## src/rtl/mem_bus_pkg.sv

```systemverilog
// Shared types and the address decoder for the memory/IO bus controller.
package mem_bus_pkg;

  typedef enum logic [1:0] {IDLE, ACCESS, DONE, HOLD} state_e;
  typedef enum logic {OP_RD, OP_WR} op_e;
  typedef enum logic [1:0] {TGT_RAM, TGT_IO, TGT_BAD} target_e;

  localparam int DEC_W = 16;

  // Below the IO base is RAM, the first io_ch words of the window are ports,
  // everything from there upward is unmapped.
  function automatic target_e decode(input logic [DEC_W-1:0] addr,
                                     input logic [DEC_W-1:0] io_base,
                                     input logic [DEC_W-1:0] io_ch);
    target_e tgt;
    if (addr < io_base)
      tgt = TGT_RAM;
    else if ((addr - io_base) < io_ch)
      tgt = TGT_IO;
    else
      tgt = TGT_BAD;
    return tgt;
  endfunction

endpackage

```

## src/rtl/io_port_bank.sv

```systemverilog
// Memory-mapped port bank: registered output channels with write strobes,
// plus the input-channel read mux.
module io_port_bank #(
  parameter int DATA_W = 32,
  parameter int IO_CH  = 2,
  parameter int CH_W   = (IO_CH > 1) ? $clog2(IO_CH) : 1
) (
  input  logic                    clk,
  input  logic                    reset,
  input  logic                    wr_en,
  input  logic [CH_W-1:0]         ch,
  input  logic [DATA_W-1:0]       wr_data,
  input  logic [IO_CH*DATA_W-1:0] in_ports,
  output logic [DATA_W-1:0]       rd_data,
  output logic [IO_CH*DATA_W-1:0] out_ports,
  output logic [IO_CH-1:0]        out_strobe
);

  // NOTE: state registers use non-blocking assignments so every flop samples
  // pre-edge values regardless of statement order.
  always_ff @(posedge clk) begin
    if (reset) begin
      out_ports  <= '0;
      out_strobe <= '0;
    end else begin
      out_strobe <= '0;
      for (int k = 0; k < IO_CH; k++) begin
        if (wr_en && ch == CH_W'(k)) begin
          out_ports[k*DATA_W +: DATA_W] <= wr_data;
          out_strobe[k]                 <= 1'b1;
        end
      end
    end
  end

  // NOTE: the default assignment first keeps this mux free of inferred latches.
  always_comb begin
    rd_data = '0;
    for (int k = 0; k < IO_CH; k++) begin
      if (ch == CH_W'(k))
        rd_data = in_ports[k*DATA_W +: DATA_W];
    end
  end

endmodule

```

## src/rtl/mem_bus_ctrl.sv

```systemverilog
// Bus controller between the CPU control unit and the synchronous RAM, with a
// Ready handshake, a memory-mapped port bank and an unmapped-address error.
module mem_bus_ctrl
  import mem_bus_pkg::*;
#(
  parameter int          DATA_W  = 32,
  parameter int          ADDR_W  = 9,
  parameter int          RAM_LAT = 1,
  parameter int          IO_CH   = 2,
  parameter int unsigned IO_BASE = 'h1F0
) (
  input  logic                    Clock,
  input  logic                    Reset,
  input  logic                    Read,
  input  logic                    Write,
  input  logic [ADDR_W-1:0]       Addr,
  input  logic [DATA_W-1:0]       WrData,
  output logic [DATA_W-1:0]       RdData,
  output logic                    Ready,
  output logic                    Err,
  output logic [ADDR_W-1:0]       RamAddr,
  output logic [DATA_W-1:0]       RamData,
  output logic                    RamWren,
  input  logic [DATA_W-1:0]       RamQ,
  input  logic [IO_CH*DATA_W-1:0] InPorts,
  output logic [IO_CH*DATA_W-1:0] OutPorts,
  output logic [IO_CH-1:0]        OutStrobe
);

  localparam int CH_W  = (IO_CH > 1) ? $clog2(IO_CH) : 1;
  localparam int CNT_W = 3;

  state_e            state_q, state_d;
  op_e               op_q;
  target_e           tgt_q;
  logic              err_q;
  logic [ADDR_W-1:0] addr_q;
  logic [DATA_W-1:0] wdata_q;
  logic [DATA_W-1:0] rd_data_q;
  logic [CNT_W-1:0]  cnt_q;
  logic              req;
  logic              ram_rd;
  logic              access_exit;
  logic              io_wr;
  logic [CH_W-1:0]   ch_sel;
  logic [DATA_W-1:0] io_rd_data;

  assign req         = Read | Write;
  assign ram_rd      = (op_q == OP_RD) && (tgt_q == TGT_RAM);
  // RAM reads wait out the latency; everything else leaves ACCESS at once.
  assign access_exit = (state_q == ACCESS) && (!ram_rd || cnt_q == CNT_W'(RAM_LAT));
  assign io_wr       = access_exit && (op_q == OP_WR) && (tgt_q == TGT_IO);
  assign ch_sel      = CH_W'(addr_q - ADDR_W'(IO_BASE));

  always_ff @(posedge Clock) begin
    if (Reset) state_q <= IDLE;
    else       state_q <= state_d;
  end

  always_comb begin
    state_d = state_q;
    unique case (state_q)
      IDLE:    if (req) state_d = ACCESS;
      ACCESS:  if (access_exit) state_d = DONE;
      DONE:    state_d = HOLD;
      HOLD:    if (!req) state_d = IDLE;
      default: state_d = IDLE;
    endcase
  end

  // NOTE: request latches carry no reset; they are always loaded in IDLE
  // before anything downstream consumes them.
  always_ff @(posedge Clock) begin
    if (state_q == IDLE && req && !Reset) begin
      addr_q  <= Addr;
      wdata_q <= WrData;
      op_q    <= Write ? OP_WR : OP_RD;
      tgt_q   <= decode(DEC_W'(Addr), DEC_W'(IO_BASE), DEC_W'(IO_CH));
      err_q   <= (Read & Write) |
                 (decode(DEC_W'(Addr), DEC_W'(IO_BASE), DEC_W'(IO_CH)) == TGT_BAD);
    end
  end

  always_ff @(posedge Clock) begin
    if (Reset || state_q != ACCESS) cnt_q <= '0;
    else                            cnt_q <= cnt_q + 1'b1;
  end

  always_ff @(posedge Clock) begin
    if (Reset) begin
      rd_data_q <= '0;
    end else if (access_exit && op_q == OP_RD) begin
      unique case (tgt_q)
        TGT_RAM: rd_data_q <= RamQ;
        TGT_IO:  rd_data_q <= io_rd_data;
        default: rd_data_q <= '0;
      endcase
    end
  end

  // Gating with Reset keeps an aborted write from reaching the RAM.
  assign RamAddr = addr_q;
  assign RamData = wdata_q;
  assign RamWren = (state_q == ACCESS) && (op_q == OP_WR) && (tgt_q == TGT_RAM) && !Reset;
  assign RdData  = rd_data_q;
  assign Ready   = (state_q == DONE);
  assign Err     = Ready && err_q;

  io_port_bank #(
    .DATA_W (DATA_W),
    .IO_CH  (IO_CH),
    .CH_W   (CH_W)
  ) u_io_port_bank (
    .clk        (Clock),
    .reset      (Reset),
    .wr_en      (io_wr),
    .ch         (ch_sel),
    .wr_data    (wdata_q),
    .in_ports   (InPorts),
    .rd_data    (io_rd_data),
    .out_ports  (OutPorts),
    .out_strobe (OutStrobe)
  );

endmodule
```

## config.mk

```make
export PLATFORM = sky130hd
export DESIGN_NAME = mem_bus_ctrl
export DESIGN_NICKNAME = d
export VERILOG_FILES = /design/src/rtl/mem_bus_pkg.sv /design/src/rtl/io_port_bank.sv /design/src/rtl/mem_bus_ctrl.sv
export SDC_FILE = /design/constraint.sdc
export NUM_CORES = 1
export LEC_CHECK = 0
export ABC_AREA = 1
export CELL_PAD_IN_SITES_DETAIL_PLACEMENT = 0
export CELL_PAD_IN_SITES_GLOBAL_PLACEMENT = 2
export CORE_ASPECT_RATIO = 2
export CORE_UTILIZATION = 24
export DETAILED_ROUTE_END_ITERATION = 16
export PLACE_DENSITY_LB_ADDON = 0.1
export SLEW_MARGIN = 10
export SYNTH_ARGS = -nofsm -noshare
export SYNTH_HDL_FRONTEND = slang
export SYNTH_SLANG_ARGS = --single-unit
```

## constraint.sdc

```tcl
create_clock -name Clock -period 8.2 [get_ports Clock]
set_clock_uncertainty 0.15 [all_clocks]
set_input_delay 1.23 -clock Clock [delete_from_list [all_inputs] [get_ports Clock]]
set_output_delay 1.23 -clock Clock [all_outputs]
set_load 0.005 [all_outputs]
```

Word-level counts from Yosys, hierarchy flattened
Cells that the tools add are included.
Widths: inputs -> output; s select.
{"block": "totals", "input_bits": 141, "reg_bits": 148, "wordCells": 63, "out_inout_bits": 142}
{"block": "op_classes", "reduce_logical": 20, "n_eq_ne": 10, "n_mux": 12, "bitwise": 5, "n_lt_le_gt_ge": 2, "add_sub_neg": 3}
{"op": "$pmux 32 s2", "n": 1}
{"op": "$mux 32", "n": 1}
{"op": "$lt 16x2->1 const B", "n": 1}
{"op": "$logic_and 1x1->1", "n": 13}
{"op": "$mux 2", "n": 6}
{"op": "$sub 9x9->10 const B", "n": 1}
{"op": "$lt 9x9->1 const B", "n": 1}
{"op": "$pmux 2 s4", "n": 1}
{"op": "$eq 2x2->1 const B", "n": 3}
{"op": "$ne 2x2->1 const B", "n": 3}
{"op": "$eq 2x1->1 const B", "n": 2}
{"op": "$logic_not 2->1", "n": 2}
{"op": "$add 3x1->3 const B", "n": 1}
{"op": "$eq 3x1->1 const B", "n": 1}
{"op": "$mux 1", "n": 3}
{"op": "$reduce_and 3->1", "n": 1}
{"op": "$logic_not 1->1", "n": 2}
{"op": "$logic_or 1x1->1", "n": 2}
{"op": "$ne 2x1->1 const B", "n": 1}
{"op": "$not 1->1", "n": 2}
{"op": "$or 1x1->1", "n": 2}
{"op": "$and 1x1->1", "n": 1}
{"op": "$sub 1x1->1 const B", "n": 1}

Logic depth before layout (Yosys ltp)
Gate-level depths: netlist of run 1.
{"block": "logic_depth", "word_depth": 9, "mapped_depth": 9, "ltp_nobuf": 8}

By module
From an unflattened synthesis of run 1, not the netlist that was laid out.
{"block": "unflattened", "cells_unflattened": 811, "hier_area_um2": 6354.8}
{"mod": "mem_bus_ctrl", "seq_area_each_um2": 2092.0, "cells_per_inst": 353, "instances": 1, "area_each_um2": 3413.3}
{"mod": "io_port_bank", "seq_area_each_um2": 1321.3, "cells_per_inst": 458, "instances": 1, "area_each_um2": 2941.6}

Worst setup path before layout of run 1
OpenSTA, ideal clock, no wires.
{"block": "synth_path", "path_kind": "input to register", "start": "input Reset", "end": "register addr_q[0] (netlist: RamAddr[0]) (enable)", "path_slack_ns": 2.858, "path_buffers": 2, "path_stages": 3, "t_required_ns": 7.547, "setup_time_ns": 0.503, "arrival_time_ns": 4.689, "path_cell_list": "buf_2 > clkbuf_1 > nor3_1"}
{"block": "synth_between", "elab_chain_len": 2}
{"item": "start: declaration", "line_no": "mem_bus_ctrl.sv:13", "text": "input logic Reset,"}
{"item": "$logic_not 1->1", "line_no": "mem_bus_ctrl.sv:74", "text": "if (state_q == IDLE && req && !Reset) begin"}
{"item": "$logic_and 1x1->1", "line_no": "mem_bus_ctrl.sv:74"}
{"item": "end signal: assignment", "line_no": "mem_bus_ctrl.sv:75", "text": "addr_q <= Addr;"}
{"item": "end: declaration", "line_no": "mem_bus_ctrl.sv:37", "text": "logic [ADDR_W-1:0] addr_q;"}
Every way passes these cells.
A chain may end at the register's enable or synchronous reset.

Worst setup path in the final report of run 1
{"block": "layout_path", "start": "input Reset", "end": "output RamWren"}
{"block": "layout_between", "elab_chain_len": 2}
{"item": "$logic_not 1->1", "line_no": "mem_bus_ctrl.sv:104", "text": "assign RamWren = (state_q == ACCESS) && (op_q == OP_WR) && (tgt_q == TGT_RAM) && !Reset;"}
{"item": "$logic_and 1x1->1", "line_no": "mem_bus_ctrl.sv:104"}
{"item": "end: declaration", "line_no": "mem_bus_ctrl.sv:23", "text": "output logic RamWren,"}
Every way passes these cells.

==> results of run 1 <==
## flip-flops by register name, summed over array words and instances, names as in the netlist
register and flops:
u_io_port_bank.out_ports 64, RamData 32, RdData 32, RamAddr 9, cnt_q 3, state_q 2, tgt_q 2, u_io_port_bank.out_strobe 2
err_q 1, op_q 1
## metal layers
metal  share of wire [%]  vias up
li1                    -     3027
met1                  35     2721
met2                  56      193
met3                 5.9       25
met4                 2.5        0
met5                   0        -
## cell families after synthesis
group	after synthesis	share of synthesized area (%)
xor+xnor	1	0.141
flops	148	55.1
fa+ha+maj	7	1.41
compound gates	99	8.04
buf+inv	98	7.40
simple gates	422	27.9
## per-stage QoR
| stage | util [%] | setup slack, ps | hold WS [ps] |
|---|---|---|---|
| 2_1_floorplan | - | 2860 | 271 |
| 3_3_place_gp | 36.7 | 4610 | 280 |
| 3_5_place_dp | 36.7 | 4610 | 292 |
| 4_1_cts | 39.4 | 4600 | 307 |
| 5_1_grt | 39.4 | 4610 | 326 |
| 6_report | 39.4 | 4630 | 300 |
## worst paths after layout
check                     startpoint  slack (ps)                                   endpoint
max                            Reset        4630                                    RamWren
min              cnt_q[0]$_SDFF_PP0_         300                        cnt_q[0]$_SDFF_PP0_
max reg2reg  state_q[1]$_SDFFE_PP0P_        5530  u_io_port_bank.out_ports[39]$_SDFFE_PP0P_
min reg2reg      cnt_q[0]$_SDFF_PP0_         300                        cnt_q[0]$_SDFF_PP0_
## power by group through the flow
| stage | Clock (mW) | Sequential, mW | Combinational [mW] |
|---|---|---|---|
| after detailed placement | 0 | 0.892 | 0.488 |
| after global routing | 0.959 | 0.885 | 0.532 |
| after global placement | 0 | 0.891 | 0.489 |
| final | 0.905 | 0.876 | 0.476 |
| after floorplan | 0 | 0.894 | 0.215 |
| after CTS | 0.932 | 0.877 | 0.489 |
## cells in the final DEF (no fill, tap or decap), types with 2 or more instances in the layout
cell type	synthesis	routed
nor2_2	3	2
clkinv_1	1	3
clkdlybuf4s50_1	0	281
dfxtp_1	103	103
nand3_1	100	100
bufinv_16	0	6
buf_4	5	15
clkbuf_16	0	17
nand2_1	240	240
nor2_1	74	74
inv_1	43	42
clkbuf_1	19	3
clkbuf_8	0	3
ha_1	7	7
edfxtp_1	45	45
a21oi_1	98	98
## layout make-up
cell class | instances | area, sq um
fillers | 2696 | 15300
flip-flops and latches | 148 | 3410
repair buffers | 297 | 2930
multi-input cells | 529 | 2330
clock buffers | 23 | 478
well taps | 336 | 420
clock inverters | 9 | 196
inverters | 44 | 165
diodes | 1 | 2.50
## critical path, delay by kind of cell
family	cells	cell delay (ps)
buffers and inverters	2	710
AND/OR/NAND/NOR	1	240
==> metrics.md, run 1 <==
| Metric | Value |
|---|---|
| Max Fclk | `0.280 GHz` |
| Vias in the first global route | `5,935` |
| Die height | `about 230 microns` |
| Post-Syn Nets | `923` |
| Count leader, synth | `nand2_1` |
| Dpl cell area | `between 9000 and 10,000 sq um` |
| CTS Root Cell | `clkbuf_16` |
| GRT overflow | `0` |
| Post-CTS sizing | `0` |
| Vias | `roughly 6,000` |
| 1st-iter DRT viols | `245` |
| Routed WL | `approximately 23,000 microns` |
| TNS Setup | `0 ps` |
| Clk sink count | `around 150` |
| Routability cong. | `0.713` |
| Worst Setup Start Kind | `primary input` |
| Final min period | `3570 ps` |
| Outcome | `finished, final reports clean` |
| Vias per Instance | `about 4.3` |
| CP max-delay cell | `clkdlybuf4s50_1` |
| First-pass GRT wire length | `roughly 34,000 microns` |
| CP peak stage delay | `600 ps` |
| Psw | `0.598 mW` |
| Worst Max-Slew Pin Slew | `around 800 ps` |
| Boundary pin count | `283` |
| Final instance area | `between 9000 and 10,000 sq um` |
| FP Rows | `82` |
| Buffers on Ports | `282` |
| Finish-stage setup viols | `0` |
| Crit Path Max Fanout | `2` |
| GR peak layer | `met2` |
| RSZ-0062 raised after global routing | `no` |
| CTS buffer count | `17` |
| Cell-internal power | `1.66 mW` |
| Yosys top cell by area | `dfxtp_1` |
| Share of layout cells above drive strength 1 | `4.67%` |
| Share of flip-flops with an asynchronous set or reset | `0%` |
| CP Cell Sequence | `buf_2 > nor4_1 > clkdlybuf4s50_1` |
| CTS max path bufs | `2` |
| Antenna violations before repair | `1` |
| EDFF count, synth | `45` |
| M3 GR Usage | `5.13%` |
| Post-synth top cells | `nand2_1, dfxtp_1, nand3_1` |
| Synthesized netlist cell count | `775` |
| DR DRC count | `0` |
| Warning count from the yosys run | `0` |
| DRT Pass-1 Iters | `4` |
| Seq/Total Area, Yosys | `a little under three fifths` |
| Max IR drop VDD | `151 uV` |
| Combinational power share | `21.1%` |
| #FFs+latches synth | `148` |
| CP endpoint kind | `output port` |
| Crit Path Class | `in -> out` |
| Area contributors post-synth | `dfxtp_1, edfxtp_1, nand2_1` |
| Nets | `1,185` |
| Fin cells | `roughly 1,400` |
| Clk slew on worst S/H paths | `around 60 ps` |
| Clock latency on the worst-skew pair | `about 440 ps` |
| Ys flop type | `dfxtp_1` |
| TritonCTS clock tree | `built` |
| Hold Crit Depth | `1` |
| Fin crit share | `43.5%` |
| Avg Synthesized Cell Area | `between 7 and 8 sq um` |
| Die area | `26,500 sq um` |
| Yosys top cell area share | `roughly 33%` |
| Initial Utilization | `24.5%` |
| Power per cell area | `227 nW/um^2` |
| Synth unique cells | `21` |
| Final ANT Viol Nets | `0` |
| Sw Share | `26.5%` |
| Total track usage | `around 18%` |
| Largest net degree at the start of global routing | `69` |
| Die Width | `116 microns` |
| H-tree level count | `4` |
| Post-CTS setup buffer count | `0` |
| Leak | `3.72 nW` |
| Core area | `25,200 sq um` |
| Routed len/inst | `16.3 microns` |
| Seq pwr share | `38.8%` |
| Cell total after placement | `1,354` |
| Post-Syn Area | `about 6200 sq um` |
| Max-slew violation total from the final report | `0` |
| Final HPWL DP | `15,900 microns` |
| R2R depth | `9` |
| Met2 Usage GRT | `33.6%` |
| Final Hold Fails | `0` |
| P&R area growth vs syn | `60.5%` |
| Total of max-cap violations | `0` |
| Total chip power | `2.26 mW` |
| Hold-fix buffers, CTS | `0` |
| Hold crit path type | `reg -> reg` |
| Clk pwr share | `40.1%` |
| Met1 Use GR | `17.2%` |
| Worst EP required | `a little under 7000 ps` |
| Critical path arrival | `2190 ps` |
| Slew margin rel. | `46.4%` |
(Power assumes the default switching activity.)
==> inputs of run 2 (changes only) <==
--- a/config.mk
+++ b/config.mk
@@ -9,7 +9,7 @@
 export CELL_PAD_IN_SITES_DETAIL_PLACEMENT = 0
 export CELL_PAD_IN_SITES_GLOBAL_PLACEMENT = 2
 export CORE_ASPECT_RATIO = 2
-export CORE_UTILIZATION = 24
+export CORE_UTILIZATION = 20
 export DETAILED_ROUTE_END_ITERATION = 16
 export PLACE_DENSITY_LB_ADDON = 0.1
 export SLEW_MARGIN = 10
==> constraint.sdc (replaced) <==
create_clock -name Clock -period 3.2 [get_ports Clock]
set_clock_uncertainty 0.15 [all_clocks]
set_input_delay 0.48 -clock Clock [delete_from_list [all_inputs] [get_ports Clock]]
set_output_delay 0.48 -clock Clock [all_outputs]
set_load 0.005 [all_outputs]
==> run 2 against run 1 <==
Net effect: non-clock buffer count increased by 5; routed wire length up 9.6%; critical path type is now reg -> out; register-to-register slack lost 4400 ps; via count down 0.69%; hold slack worse by 100 ps; largest cell class unchanged; power up 150%; cell count up 2.6%; clock-buffer cell count fell by 5; highest routed layer unchanged; combinational power rose to 2.6 times the previous value; critical path depth grew 2.
==> metrics.md, run 2 (same netlist as run 1, synthesis figures left out) <==
| Metric | Value |
|---|---|
| Clk sink count | `148 (unchanged)` |
| H-tree level count | `4 (unchanged)` |
| Dpl cell area | `9360 sq um (+1.0%)` |
| Post-CTS setup buffer count | `0 (unchanged)` |
| 1st-iter DRT viols | `229 (-6.5%)` |
| Total of max-cap violations | `0 (unchanged)` |
| TNS Setup | `0 ps (unchanged)` |
| Largest net degree at the start of global routing | `40 (-42%)` |
| Final Util | `32.9% (-6.5 points)` |
| DR DRC count | `0 (unchanged)` |
| DRT Pass-1 Iters | `4 (unchanged)` |
| Hold WS | `195 ps (-105 ps)` |
| Worst slack at placement | `957 ps (-3660 ps)` |
| Sw Share | `29.7% (+3.2 points)` |
| Final ANT Viol Nets | `0 (unchanged)` |
| Seq pwr share | `40.5% (+1.7 points)` |
| Vias in the first global route | `6,122 (+3.2%)` |
| Fin cells | `1,423 (+2.6%)` |
| Max Fclk | `roughly 0.37 GHz` |
| Slew margin rel. | `58.1% (+12 points)` |
| Hold Path End | `u_io_port_bank.out_ports[11]$_SDFFE_PP0P_` |
| P&R area growth vs syn | `60.7%` |
| CP endpoint kind | `output port` |
| Die area | `31,700 sq um (+20%)` |
| CTS Root Cell | `clkbuf_16` |
| Reg-to-reg slack, setup | `1100 ps (-4430 ps)` |
| CTS buffer count | `17 (unchanged)` |
| Critical path arrival | `2080 ps (-110 ps)` |
| Crit Path Max Fanout | `4 (+2)` |
| Boundary pin count | `283 (unchanged)` |
| R2R depth | `8 (-1)` |
| GRT overflow | `0 (unchanged)` |
| Core area | `30,300 sq um (+20%)` |
| Nets | `1,190 (+0.42%)` |
| Hold crit path type | `in -> reg` |
| Antenna violations before repair | `0 (-1)` |
| Routed len/inst | `17.4 microns (+6.8%)` |
| Clk pwr share | `37.2% (-2.9 points)` |
| Psw | `1.65 mW (+180%)` |
| Post-CTS sizing | `0 (unchanged)` |
| First-pass GRT wire length | `37,500 microns (+9.7%)` |
| Final HPWL DP | `17,700 microns (+11%)` |
| Fin crit share | `84.7%` |
| FP Rows | `90 (+9.8%)` |
| Cell-internal power | `3.91 mW (+140%)` |
| Buffers on Ports | `282 (unchanged)` |
| Vias per Instance | `4.16 (-3.2%)` |
| Routed WL | `24,800 microns (+9.6%)` |
| Worst EP required | `2570 ps (-4250 ps)` |
| Combinational power share | `22.3% (+1.2 points)` |
| Clock latency on the worst-skew pair | `440 ps (about the same)` |
| Routability cong. | `0.692 (-2.9%)` |
| Area taken by multi-input logic gates | `2340 sq um (+0.27%)` |
| Critical R2R Launch | `state_q[1]$_SDFFE_PP0P_` |
| Die Width | `126 microns (+9.4%)` |
| Total chip power | `5.56 mW (+150%)` |
| Worst Setup Start Kind | `flop` |
| Vias | `5,925 (-0.69%)` |
| Ant. Diodes | `0 (-1)` |
| CTS max path bufs | `2 (unchanged)` |
| Die height | `251 microns (+9.5%)` |
| Most frequent cells in the layout | `clkdlybuf4s50_1, nand2_1, dfxtp_1` |
| Hold-fix buffers, CTS | `0 (unchanged)` |
| Commonest non-fill, non-tap cell in the layout | `clkdlybuf4s50_1` |
| Cell total after placement | `1,391 (+2.7%)` |
| Final Hold Fails | `0 (unchanged)` |
| FILL cells | `3,245 (+20%)` |
| Worst Max-Slew Pin Slew | `628 ps (-176 ps)` |
| Crit Path Class | `reg -> out` |
| Clk slew on worst S/H paths | `60 ps (about the same)` |
| Worst min-delay path startpoint | `Reset` |
| Finish-stage setup viols | `0 (unchanged)` |
| Share of layout cells above drive strength 1 | `5.50% (+0.83 points)` |
| Max-slew violation total from the final report | `0 (unchanged)` |
| RSZ-0062 raised after global routing | `no` |
| Final instance area | `9950 sq um (+0.15%)` |
| PnR worst setup slack | `489 ps (-4140 ps)` |
| Total track usage | `15.9% (-1.7 points)` |
| Max IR drop VDD | `412 uV (+170%)` |
| Final min period | `2710 ps` |
| Leak | `3.71 nW (-0.30%)` |
| R2r endpoint | `u_io_port_bank.out_ports[41]$_SDFFE_PP0P_` |
| Outcome | `finished, final reports clean` |
| Largest register by flop count | `u_io_port_bank.out_ports` |
| Initial Utilization | `20.4% (-4.1 points)` |
| Hold Crit Depth | `2 (+1)` |
| Number of flip-flops in the largest register | `64 (unchanged)` |
| FF/Latch Area | `3410 sq um (unchanged)` |
| TritonCTS clock tree | `built` |
| Power per cell area | `559 nW/um^2 (+150%)` |
## run 2: layout make-up
class,count,share of cell area (%)
flip-flops and latches,148,34.3
repair buffers,302,29.9
multi-input cells,529,23.5
well taps,368,4.63
clock buffers,18,4.31
clock inverters,14,1.67
inverters,44,1.66
## run 2: per-layer routing
metal  global-route usage (%)  part of all wire (%)  up-vias  wire (microns)
li1                         -                     -     3040               -
met1                     15.7                    36     2674            8990
met2                     30.9                    56      195           13800
met3                     5.09                   6.6       16            1630
met4                     4.99                   1.6        0             386
met5                        0                     0        -               0
## run 2: how the worst max path moves through the flow
| stage | from | endpoint | slack, ps | cells after the start |
|---|---|---|---|---|
| after floorplan | Reset | RamAddr[0]$_DFFE_PP_ | 640 | 3 |
| after global placement | Write | RamData[29]$_DFFE_PP_ | 1010 | 4 |
| after detailed placement | state_q[1]$_SDFFE_PP0P_ | RamWren | 960 | 5 |
| after CTS | state_q[1]$_SDFFE_PP0P_ | RamWren | 450 | 5 |
| after global routing | state_q[1]$_SDFFE_PP0P_ | RamWren | 370 | 5 |
| final | state_q[1]$_SDFFE_PP0P_ | RamWren | 490 | 5 |
## run 2: worst max-delay path, stage by stage, from the launching register on
cell	delay [ps]
dfxtp_1	330
inv_1	100
ha_1	200
nand2_1	120
nor4_1	290
clkdlybuf4s50_1	600
## run 2: power groups by stage
stage	sequential, mW	clock, mW	combinational (mW)
5_1_grt	2.28	2.22	1.37
6_report	2.25	2.07	1.24
3_3_place_gp	2.30	0	1.28
3_5_place_dp	2.30	0	1.27
2_1_floorplan	2.28	0	0.557
4_1_cts	2.26	2.16	1.28
